## src/rtl/pipe_collision_ctrl_pkg.sv

```systemverilog
// rtl/pipe_collision_ctrl_pkg.sv - shared game state encoding, screen/bird constants and X clamp helper
package pipe_collision_ctrl_pkg;

  // One-hot game state; the bits drive q_idle/q_play/q_dead directly
  typedef enum logic [2:0] {
    ST_IDLE = 3'b001,
    ST_PLAY = 3'b010,
    ST_DEAD = 3'b100
  } game_state_t;

  localparam int SCREEN_W     = 640;
  localparam int GROUND_Y_DEF = 460;
  localparam int BIRD_X_L_DEF = 200;
  localparam int BIRD_X_R_DEF = 230;
  localparam int BIRD_H_DEF   = 20;
  localparam int NUM_PIPES    = 5;
  // Each pipe carries one coin, so coin slots track pipe slots
  localparam int NUM_COINS    = NUM_PIPES;

  // Pipe edges beyond the right border act as if sitting on the border
  function automatic logic [10:0] clamp_x(input logic [9:0] x);
    logic [10:0] xe;
    xe = {1'b0, x};
    if (xe > 11'(SCREEN_W)) clamp_x = 11'(SCREEN_W);
    else clamp_x = xe;
  endfunction

endpackage

```

## src/rtl/pipe_collision_ctrl_box_overlap.sv

```systemverilog
// rtl/pipe_collision_ctrl_box_overlap.sv - combinational rectangle intersection test, right/bottom edges exclusive
module pipe_collision_ctrl_box_overlap (
  input  logic [10:0] a_l,
  input  logic [10:0] a_r,
  input  logic [10:0] a_t,
  input  logic [10:0] a_b,
  input  logic [10:0] b_l,
  input  logic [10:0] b_r,
  input  logic [10:0] b_t,
  input  logic [10:0] b_b,
  output logic        hit
);

  // Boxes intersect when they overlap on both axes
  assign hit = (a_l < b_r) && (a_r > b_l) && (a_t < b_b) && (a_b > b_t);

endmodule

```

## src/rtl/pipe_collision_ctrl.sv

```systemverilog
// rtl/pipe_collision_ctrl.sv - collision/coin game control driving the pipe store start/stop/ack handshake; coin logic under COLLISION_COIN_EN
module pipe_collision_ctrl
  import pipe_collision_ctrl_pkg::*;
#(
  parameter int BIRD_X_L   = BIRD_X_L_DEF,
  parameter int BIRD_X_R   = BIRD_X_R_DEF,
  parameter int BIRD_H     = BIRD_H_DEF,
  parameter int GROUND_Y   = GROUND_Y_DEF,
  parameter int HIT_CYCLES = 2,
  parameter int DEAD_HOLD  = 60
) (
  input  logic       clk,
  input  logic       reset,
  input  logic       tick,
  input  logic       start_btn,
  input  logic       flap_btn,
  input  logic [9:0] bird_y,
  input  logic [9:0] pipe_l,
  input  logic [9:0] pipe_r,
  input  logic [9:0] gap_top,
  input  logic [9:0] gap_bot,
  input  logic [9:0] coin_l,
  input  logic [9:0] coin_r,
  input  logic [9:0] coin_top,
  input  logic [9:0] coin_bot,
  input  logic [2:0] coin_idx,
  output logic       start,
  output logic       stop,
  output logic       ack,
  output logic       coin_taken,
  output logic [7:0] coin_count,
  output logic       hit_ground,
  output logic       q_idle,
  output logic       q_play,
  output logic       q_dead
);

  localparam logic [10:0] BX_L   = 11'(BIRD_X_L);
  localparam logic [10:0] BX_R   = 11'(BIRD_X_R);
  localparam logic [10:0] BH     = 11'(BIRD_H);
  localparam logic [10:0] GND    = 11'(GROUND_Y);
  localparam logic [4:0]  HIT_N  = 5'(HIT_CYCLES);
  localparam logic [7:0]  HOLD_N = 8'(DEAD_HOLD);

  game_state_t state;
  logic        start_btn_q;
  logic        flap_btn_q;
  logic [3:0]  ov_cnt;
  logic [7:0]  hold_cnt;
  logic [10:0] bird_top;
  logic [10:0] bird_bot;
  logic [10:0] pipe_l_c;
  logic [10:0] pipe_r_c;
  logic [4:0]  ov_inc;
  logic        start_rise;
  logic        flap_rise;
  logic        pipe_col;
  logic        pipe_ov;
  logic        ground;
  logic        pipe_dead;

  assign bird_top   = {1'b0, bird_y};
  assign bird_bot   = bird_top + BH;
  assign pipe_l_c   = clamp_x(pipe_l);
  assign pipe_r_c   = clamp_x(pipe_r);
  assign start_rise = start_btn & ~start_btn_q;
  assign flap_rise  = flap_btn & ~flap_btn_q;
  assign ground     = bird_bot >= GND;
  // Column spans down to the ground; anything lower is already a ground death
  assign pipe_ov    = pipe_col && ((bird_top < {1'b0, gap_top}) || (bird_bot > {1'b0, gap_bot}));
  assign ov_inc     = {1'b0, ov_cnt} + 5'd1;
  assign pipe_dead  = pipe_ov && (ov_inc >= HIT_N);

  assign {q_dead, q_play, q_idle} = state;

  pipe_collision_ctrl_box_overlap u_pipe_box (
    .a_l (BX_L),
    .a_r (BX_R),
    .a_t (bird_top),
    .a_b (bird_bot),
    .b_l (pipe_l_c),
    .b_r (pipe_r_c),
    .b_t (11'd0),
    .b_b (GND),
    .hit (pipe_col)
  );

  // Game FSM: start/stop/ack handshake, pipe hit confirmation and death hold
  always_ff @(posedge clk or posedge reset) begin
    if (reset) begin
      state       <= ST_IDLE;
      start_btn_q <= 1'b0;
      flap_btn_q  <= 1'b0;
      start       <= 1'b0;
      stop        <= 1'b0;
      ack         <= 1'b0;
      hit_ground  <= 1'b0;
      ov_cnt      <= 4'd0;
      hold_cnt    <= 8'd0;
    end else begin
      start_btn_q <= start_btn;
      flap_btn_q  <= flap_btn;
      start       <= 1'b0;
      ack         <= 1'b0;
      case (state)
        ST_IDLE: begin
          if (start_rise) begin
            start      <= 1'b1;
            ov_cnt     <= 4'd0;
            hit_ground <= 1'b0;
            state      <= ST_PLAY;
          end
        end
        ST_PLAY: begin
          if (tick) begin
            if (ground) begin
              state      <= ST_DEAD;
              stop       <= 1'b1;
              hit_ground <= 1'b1;
              hold_cnt   <= 8'd0;
            end else if (pipe_dead) begin
              state      <= ST_DEAD;
              stop       <= 1'b1;
              hit_ground <= 1'b0;
              hold_cnt   <= 8'd0;
            end else begin
              ov_cnt <= pipe_ov ? ov_inc[3:0] : 4'd0;
            end
          end
        end
        ST_DEAD: begin
          // Flap edges seen while holding are consumed by the edge detector
          if (hold_cnt < HOLD_N) begin
            if (tick) hold_cnt <= hold_cnt + 8'd1;
          end else if (flap_rise) begin
            ack        <= 1'b1;
            stop       <= 1'b0;
            hit_ground <= 1'b0;
            state      <= ST_IDLE;
          end
        end
        default: state <= ST_IDLE;
      endcase
    end
  end

`ifdef COLLISION_COIN_EN
  logic [NUM_COINS-1:0] taken_mask;
  logic [2:0]           coin_idx_q;
  logic                 coin_box;
  logic                 coin_new;

  pipe_collision_ctrl_box_overlap u_coin_box (
    .a_l (BX_L),
    .a_r (BX_R),
    .a_t (bird_top),
    .a_b (bird_bot),
    .b_l ({1'b0, coin_l}),
    .b_r ({1'b0, coin_r}),
    .b_t ({1'b0, coin_top}),
    .b_b ({1'b0, coin_bot}),
    .hit (coin_box)
  );

  assign coin_new = coin_box && (coin_idx < 3'(NUM_COINS)) && !taken_mask[coin_idx];

  // Coin pickup bookkeeping; a tick that kills the bird never scores
  always_ff @(posedge clk or posedge reset) begin
    if (reset) begin
      taken_mask <= '0;
      coin_idx_q <= 3'd0;
      coin_taken <= 1'b0;
      coin_count <= 8'd0;
    end else begin
      coin_taken <= 1'b0;
      coin_idx_q <= coin_idx;
      if (state == ST_IDLE && start_rise) begin
        taken_mask <= '0;
        coin_count <= 8'd0;
      end else if (state == ST_PLAY) begin
        // A recycled coin slot becomes collectable again once the store moves on
        if (coin_idx != coin_idx_q && coin_idx_q < 3'(NUM_COINS))
          taken_mask[coin_idx_q] <= 1'b0;
        if (tick && !ground && !pipe_dead && coin_new) begin
          taken_mask[coin_idx] <= 1'b1;
          coin_taken           <= 1'b1;
          if (coin_count != 8'hFF) coin_count <= coin_count + 8'd1;
        end
      end
    end
  end
`else
  logic unused_coin;
  assign unused_coin = ^{coin_l, coin_r, coin_top, coin_bot, coin_idx};
  assign coin_taken  = 1'b0;
  assign coin_count  = 8'd0;
`endif

endmodule

```

## config.mk

```make
export PLATFORM = sky130hd
export DESIGN_NAME = pipe_collision_ctrl
export DESIGN_NICKNAME = d
export VERILOG_FILES = /design/src/rtl/pipe_collision_ctrl_pkg.sv /design/src/rtl/pipe_collision_ctrl_box_overlap.sv /design/src/rtl/pipe_collision_ctrl.sv
export SDC_FILE = /design/constraint.sdc
export NUM_CORES = 1
export LEC_CHECK = 0
export ABC_CLOCK_PERIOD_IN_PS = 3700
export BUFFER_PORTS_ARGS = -buffer_cell sky130_fd_sc_hd__buf_4
export CAP_MARGIN = 40
export CORE_MARGIN = 3
export CORE_UTILIZATION = 55
export CTS_CLUSTER_DIAMETER = 100
export DETAILED_ROUTE_END_ITERATION = 8
export PLACE_DENSITY = 0.88
export SYNTH_ARGS = -nofsm -noshare
export SYNTH_HDL_FRONTEND = slang
export SYNTH_HIERARCHICAL = 1
export SYNTH_SLANG_ARGS = --single-unit
```

## constraint.sdc

```tcl
create_clock -name clk -period 3.7 [get_ports clk]
set_clock_uncertainty 0.05 [all_clocks]
set_input_delay 0.555 -clock clk [delete_from_list [all_inputs] [get_ports clk]]
set_output_delay 0.555 -clock clk [all_outputs]
set_load 0.01 [all_outputs]
```

==> metrics.yaml, run 1 <==
cts:
  cts_resized: 0
  htreeDepth: 1
  cts_buffer_depth: 2
  ctsHoldBuffers: 0
  cts.clk_slew.worst_paths_ns: 0.07
  numCtsBuffers: 3
  post_cts_buffers: 0
  cts_tree: "done"
  clock-root-buffer: "clkbuf_8"
  insertion_delay_ns: 0.26
  numClockSinks: 21
logic_synthesis:
  ys_ff_latch: 21
  netlist_area_sq_um: 3070
  synth.avg_cell_area_sq_um: 7.80
  synthArstFlopShare_pct: 100
  ys.flop_type: "dfrtp_1"
  ys.warnings.count: 6
  synth_fa_ha_area_share_pct: 26.9
  synth_compound_area_share_pct: 20.6
  synth_xor_area_share_pct: 1.71
  synth_top_family_by_area: "adder cells"
  syn_inst: 394
  synth_mux_area_share_pct: 0.326
  synthSimpleGateAreaFrac_pct: 21.7
  synth_cell_types: 57
  synth_seq_area_share_pct: 17.1
  synth_enable_flop_cells: 0
min_path:
  hp-class: "input pin to flop"
  hold_start: "flap_btn"
global_route:
  grtUsageMet2_pct: 42.2
  grt_pass1_wl_um: 12100
  grt.met3_usage_pct: 3.55
  grt_pass1_vias: 2894
  track_usage_pct: 22.6
  grt-busiest-layer: "met2"
  grt_max_degree: 22
  use_met1_pct: 27.2
  gr-total-overflow: 0
  antenna_found_initial: 0
sta:
  min_period_ns: 3.32
  tns_ns: 0
  setup_viol: 0
  worst_slew_pin_slew_ns: 0.783
  final-hold-violation-count: 0
  fin_ws_ns: 0.384
  finalCritPeriodShare_pct: 89.6
  grt_setup_unrepaired: "false"
  slew_headroom_pct: 47.8
  drv_slew: 0
  fmax_mhz: 302
worst_setup_path:
  crit_path_start: "bird_y[5]"
  endpoint_kind: "flop"
  required_ns: 3.80
  arrival_ns: 3.42
  critPathLaunchType: "input pin"
  r2r-start: "state[0]"
  critPathKind: "input pin to flop"
  cp_max_fo: 6
finish:
  drive_above_1_share_pct: 16.0
  nets: 670
  n_antenna_cell: 0
  area_delta_synth_final_pct: 24.4
  fin_area_sq_um: 3820
  layout.cells.non_filler: 575
die:
  dieArea_sq_um: 6520
  die_w_um: 80.7
  die_h_um: 80.7
  core-area_sq_um: 5240
  rows: 26
  pin_count: 114
  initial_utilization_pct: 58.6
placement:
  post-place-cells: 571
  io_buffers: 61
  routabilityCongestion: 0.911
  dp_slack_ns: 0.0950
  dpl.hpwl_um: 5980
  post_dp_cell_area_sq_um: 3780
route:
  postRouteAntennaNets: 0
  drtIter0Drc: 154
  drc: 0
  dr.pass1.iters: 6
  via_per_inst: 5.28
  wl_per_cell_um: 12.1
  drt_wl_total_um: 6950
  via_count: 3037
flow_run:
  max-cap-violations: 0
power_and_ir_drop:
  p_per_area_nw_per_um2: 194
  fin_total_pwr_mw: 0.742
  ir_drop_mv: 0.254
  power.leakage_nw: 2.05
run_status:
  status: "complete, no violations"
[registers in the layout (all words and copies together), names as in the netlist]
register,cells
ov_cnt,4
hold_cnt,8
stop,1
flap_btn_q,1
start_btn_q,1
hit_ground,1
state,3
ack,1
start,1
[critical path, stage by stage]
cell      delay, ns
buf_4          0.14
nand2_1        0.11
nor3b_1        0.32
nand2_1        0.11
xnor2_1        0.20
ha_1           0.30
nor2b_1        0.14
or4_1          0.47
o32a_1         0.42
o211ai_4       0.23
o221ai_2       0.19
o211a_1        0.23
[report_power, final]
| part | total [mW] | switching [mW] | internal [mW] |
|---|---|---|---|
| Combinational | 0.339 | 0.176 | 0.163 |
| Clock | 0.147 | 0.0707 | 0.0767 |
| Sequential | 0.256 | 0.0150 | 0.241 |
| Total | 0.742 | 0.262 | 0.480 |
[per-stage QoR]
step | util, % | hold slack (ns)
after floorplan | - | 0.404
after global placement | 72.1 | 0.421
after detailed placement | 72.1 | 0.426
after CTS | 73.0 | 0.360
after global routing | 73.0 | 0.356
final | 73.0 | 0.361
[per-layer routing]
layer | vias to the layer above | part of all wire [%] | wire length, um
li1 | 1543 | - | -
met1 | 1390 | 42 | 2920
met2 | 89 | 51 | 3560
met3 | 15 | 4.7 | 324
met4 | 0 | 2.0 | 138
met5 | - | 0 | 0
[cells by family after synthesis]
family          count (synthesis)
mux                             1
xor+xnor                        6
other cells                     2
simple gates                  124
compound gates                 90
flops                          21
fa+ha+maj                      66
buf+inv                        84
[path summary, 6_finish.rpt]
check	to	slack [ns]	cells after the start
worst max-delay path	hold_cnt[5]	0.38	12
max in group asynchronous	hold_cnt[4]	2.72	2
worst max register to register	hold_cnt[4]	1.88	5
min in group asynchronous	start	0.39	2
worst min-delay path	flap_btn_q	0.36	1
worst min register to register	hold_cnt[7]	0.44	1
[final cells by class]
cell class / instances / area (sq um)
clock buffer: 4 / 45.0
fill: 413 / 1420
inverter: 70 / 263
multi-input combinational: 343 / 2400
sequential: 21 / 527
tap: 70 / 87.6
timing repair buffer: 67 / 503
[cells in the final DEF, fill, tap and decap left out, types with 4 or more instances in the layout]
cell	instances
a211oi_1	5
a21o_1	7
a21oi_1	21
and2_1	18
buf_4	67
conb_1	56
dfrtp_1	20
ha_1	66
inv_1	70
nand2_1	23
nand2b_1	9
nand3_1	6
nand4_1	13
nor2_1	21
nor3_1	10
nor3b_1	4
nor4_1	4
o211ai_1	4
o21ai_0	21
xnor2_1	5
[synthesized netlist by cell type, types with 2 or more instances]
cell type / count / area share, %
a211oi_1: 5 / 1.2
a21boi_0: 2 / 0.49
a21o_1: 7 / 1.7
a21oi_1: 21 / 3.4
a31oi_1: 3 / 0.61
and2_1: 18 / 3.7
buf_4: 9 / 2.2
clkbuf_1: 4 / 0.49
conb_1: 2 / 0.24
dfrtp_1: 20 / 16
ha_1: 66 / 27
inv_1: 70 / 8.6
nand2_1: 23 / 2.8
nand2b_1: 9 / 1.8
nand3_1: 6 / 0.98
nand3b_1: 3 / 0.73
nand4_1: 13 / 2.6
nor2_1: 21 / 2.6
nor2b_1: 3 / 0.61
nor3_1: 10 / 1.6
nor3b_1: 4 / 0.98
nor4_1: 4 / 0.81
o211a_1: 2 / 0.65
o211ai_1: 4 / 0.98
o21a_1: 3 / 0.73
o21ai_0: 21 / 3.4
o22ai_1: 3 / 0.61
o32a_1: 3 / 0.98
or2_2: 3 / 0.61
xnor2_1: 5 / 1.4
No activity file was read; power rests on OpenSTA's default activity.
==> run 2, diff against run 1 <==
--- a/config.mk
+++ b/config.mk
@@ -8,7 +8,7 @@
 export ABC_CLOCK_PERIOD_IN_PS = 3700
 export BUFFER_PORTS_ARGS = -buffer_cell sky130_fd_sc_hd__buf_4
 export CAP_MARGIN = 40
-export CORE_MARGIN = 3
+export CORE_MARGIN = 2
 export CORE_UTILIZATION = 55
 export CTS_CLUSTER_DIAMETER = 100
 export DETAILED_ROUTE_END_ITERATION = 8
==> metrics.yaml, run 2 (same netlist as run 1, synthesis figures left out) <==
worst_setup_path:
  crit_top_cell: "ha_1"
  endpoint_kind: "flop"
  path_buf_inv: 1
  r2r-start: "ov_cnt[0]"
  slowest_stage: "or4_1"
  crit_chain: "buf_4, ha_1, o2111ai_4, xnor2_1, ha_1, a21oi_1, nor2b_1, or4_1, o32a_1, o211ai_4, and4_4, mux2i_1"
  endpoint: "ov_cnt[0]"
  rr_endpoint: "hold_cnt[7]"
  crit_path_start: "bird_y[2]"
  r2r_cells: 7
  cp_max_fo: 7
  rrSetupSlack_ns: 1.91
  critPathKind: "input pin to flop"
  max_stage_delay_ns: 0.48
  arrival_ns: 3.53
  required_ns: 3.84
  cp.depth: 12
  cp_top_family: "compound AO/OA/AOI/OAI gates"
  critPathLaunchType: "input pin"
route:
  drt_wl_total_um: 6760
  met1_length_um: 2760
  postRouteAntennaNets: 0
  routed.top_layer: "met4"
  met2WireLength_um: 3450
  via_count: 3025
  wl_per_cell_um: 11.7
  drc: 0
  drtIter0Drc: 134
  wl_met3_um: 350
  dr.pass1.iters: 4
  via_per_inst: 5.25
global_route:
  antenna_found_initial: 0
  track_usage_pct: 23.2
  grt_pass1_wl_um: 12000
  gr-total-overflow: 0
  grt_max_degree: 22
  grt_pass1_vias: 3032
cts:
  cts_tree: "done"
  cts.clk_slew.worst_paths_ns: 0.07
  htreeDepth: 1
  insertion_delay_ns: 0.26
  clock-root-buffer: "clkbuf_8"
  ctsHoldBuffers: 0
  numClockSinks: 21
  cts_buffer_depth: 2
  numCtsBuffers: 3
finish:
  fin_area_sq_um: 3820
  fillers: 449
  final_util_pct: 70.2
  layout_common_cells: "inv_1, ha_1, buf_4, conb_1, nand2_1"
  area_delta_synth_final_pct: 24.3
  nets: 669
  drive_above_1_share_pct: 15.9
  n_antenna_cell: 0
  layout_commonest_cell: "inv_1"
  regMostFlops: "hold_cnt"
  reg_top3: "hold_cnt (8), ov_cnt (4), state (3)"
  largest_register_ffs: 8
power_and_ir_drop:
  power.leakage_nw: 2.04
  p_per_area_nw_per_um2: 194
  ir_drop_mv: 0.227
sta:
  finalCritPeriodShare_pct: 91.6
  min_period_ns: 3.39
  setup_viol: 0
  slew_headroom_pct: 47.2
  fmax_mhz: 295
  worst_slew_pin_slew_ns: 0.791
  final-hold-violation-count: 0
  grt_setup_unrepaired: "false"
  tns_ns: 0
  drv_slew: 0
die:
  rows: 27
  die_h_um: 78.7
  initial_utilization_pct: 56.5
  dieArea_sq_um: 6200
  die_w_um: 78.7
  core-area_sq_um: 5440
  pin_count: 114
placement:
  dpl.hpwl_um: 5910
  io_buffers: 61
  routabilityCongestion: 0.928
  post_dp_cell_area_sq_um: 3770
run_status:
  status: "complete, no violations"
flow_run:
  max-cap-violations: 0
min_path:
  hp-class: "input pin to flop"
## run 2: changes by cell type in the layout (fill, tap and decap cells not counted)
cell	change
buf_4	-1
o21ai_0	-1
o21ai_1	+1
## run 2: per-stage QoR
step	power [mW]	hold slack (ns)	cells	setup WS, ns
finish	0.742	0.360	576	0.311
global route	0.805	0.356	576	0.0913
CTS	0.739	0.359	576	0.285
detailed placement	0.591	0.430	572	0.0310
global placement	0.573	0.421	572	0.125
floorplan	0.478	0.404	448	0.418
## run 2: how the worst min path moves through the flow
stage          depth (start not counted)        start  slack (ns)          end
2_1_floorplan                          1  hold_cnt[6]        0.40  hold_cnt[6]
3_3_place_gp                           1  hold_cnt[6]        0.42  hold_cnt[6]
3_5_place_dp                           1  hold_cnt[7]        0.43  hold_cnt[7]
4_1_cts                                1    start_btn        0.36  start_btn_q
5_1_grt                                1     flap_btn        0.36   flap_btn_q
6_report                               1    start_btn        0.36  start_btn_q
## run 2: what timing repair did
item	CTS	global route
setup endpoints to repair	0	4
setup buffers	0	0
gates resized for setup	0	1
## run 2: layout make-up
| class | instances | area [sq um] | area share [%] |
|---|---|---|---|
| flip-flops and latches | 21 | 527 | 13.8 |
| clock buffers | 4 | 45.0 | 1.18 |
| well taps | 72 | 90.1 | 2.36 |
| repair buffers | 66 | 495 | 13.0 |
| inverters | 70 | 263 | 6.88 |
| multi-input cells | 343 | 2400 | 62.8 |
## run 2: power breakdown
| group | leakage, nW | switching [mW] | internal [mW] |
|---|---|---|---|
| clock network | 0.0228 | 0.0723 | 0.0767 |
| logic | 1.75 | 0.176 | 0.162 |
| registers | 0.266 | 0.0146 | 0.241 |
## run 2: layer usage
layer  up-vias  GRT usage [%]
li1       1546              -
met1      1362           25.7
met2        91           44.0
met3        26           3.64
met4         0           8.77
met5         -              0
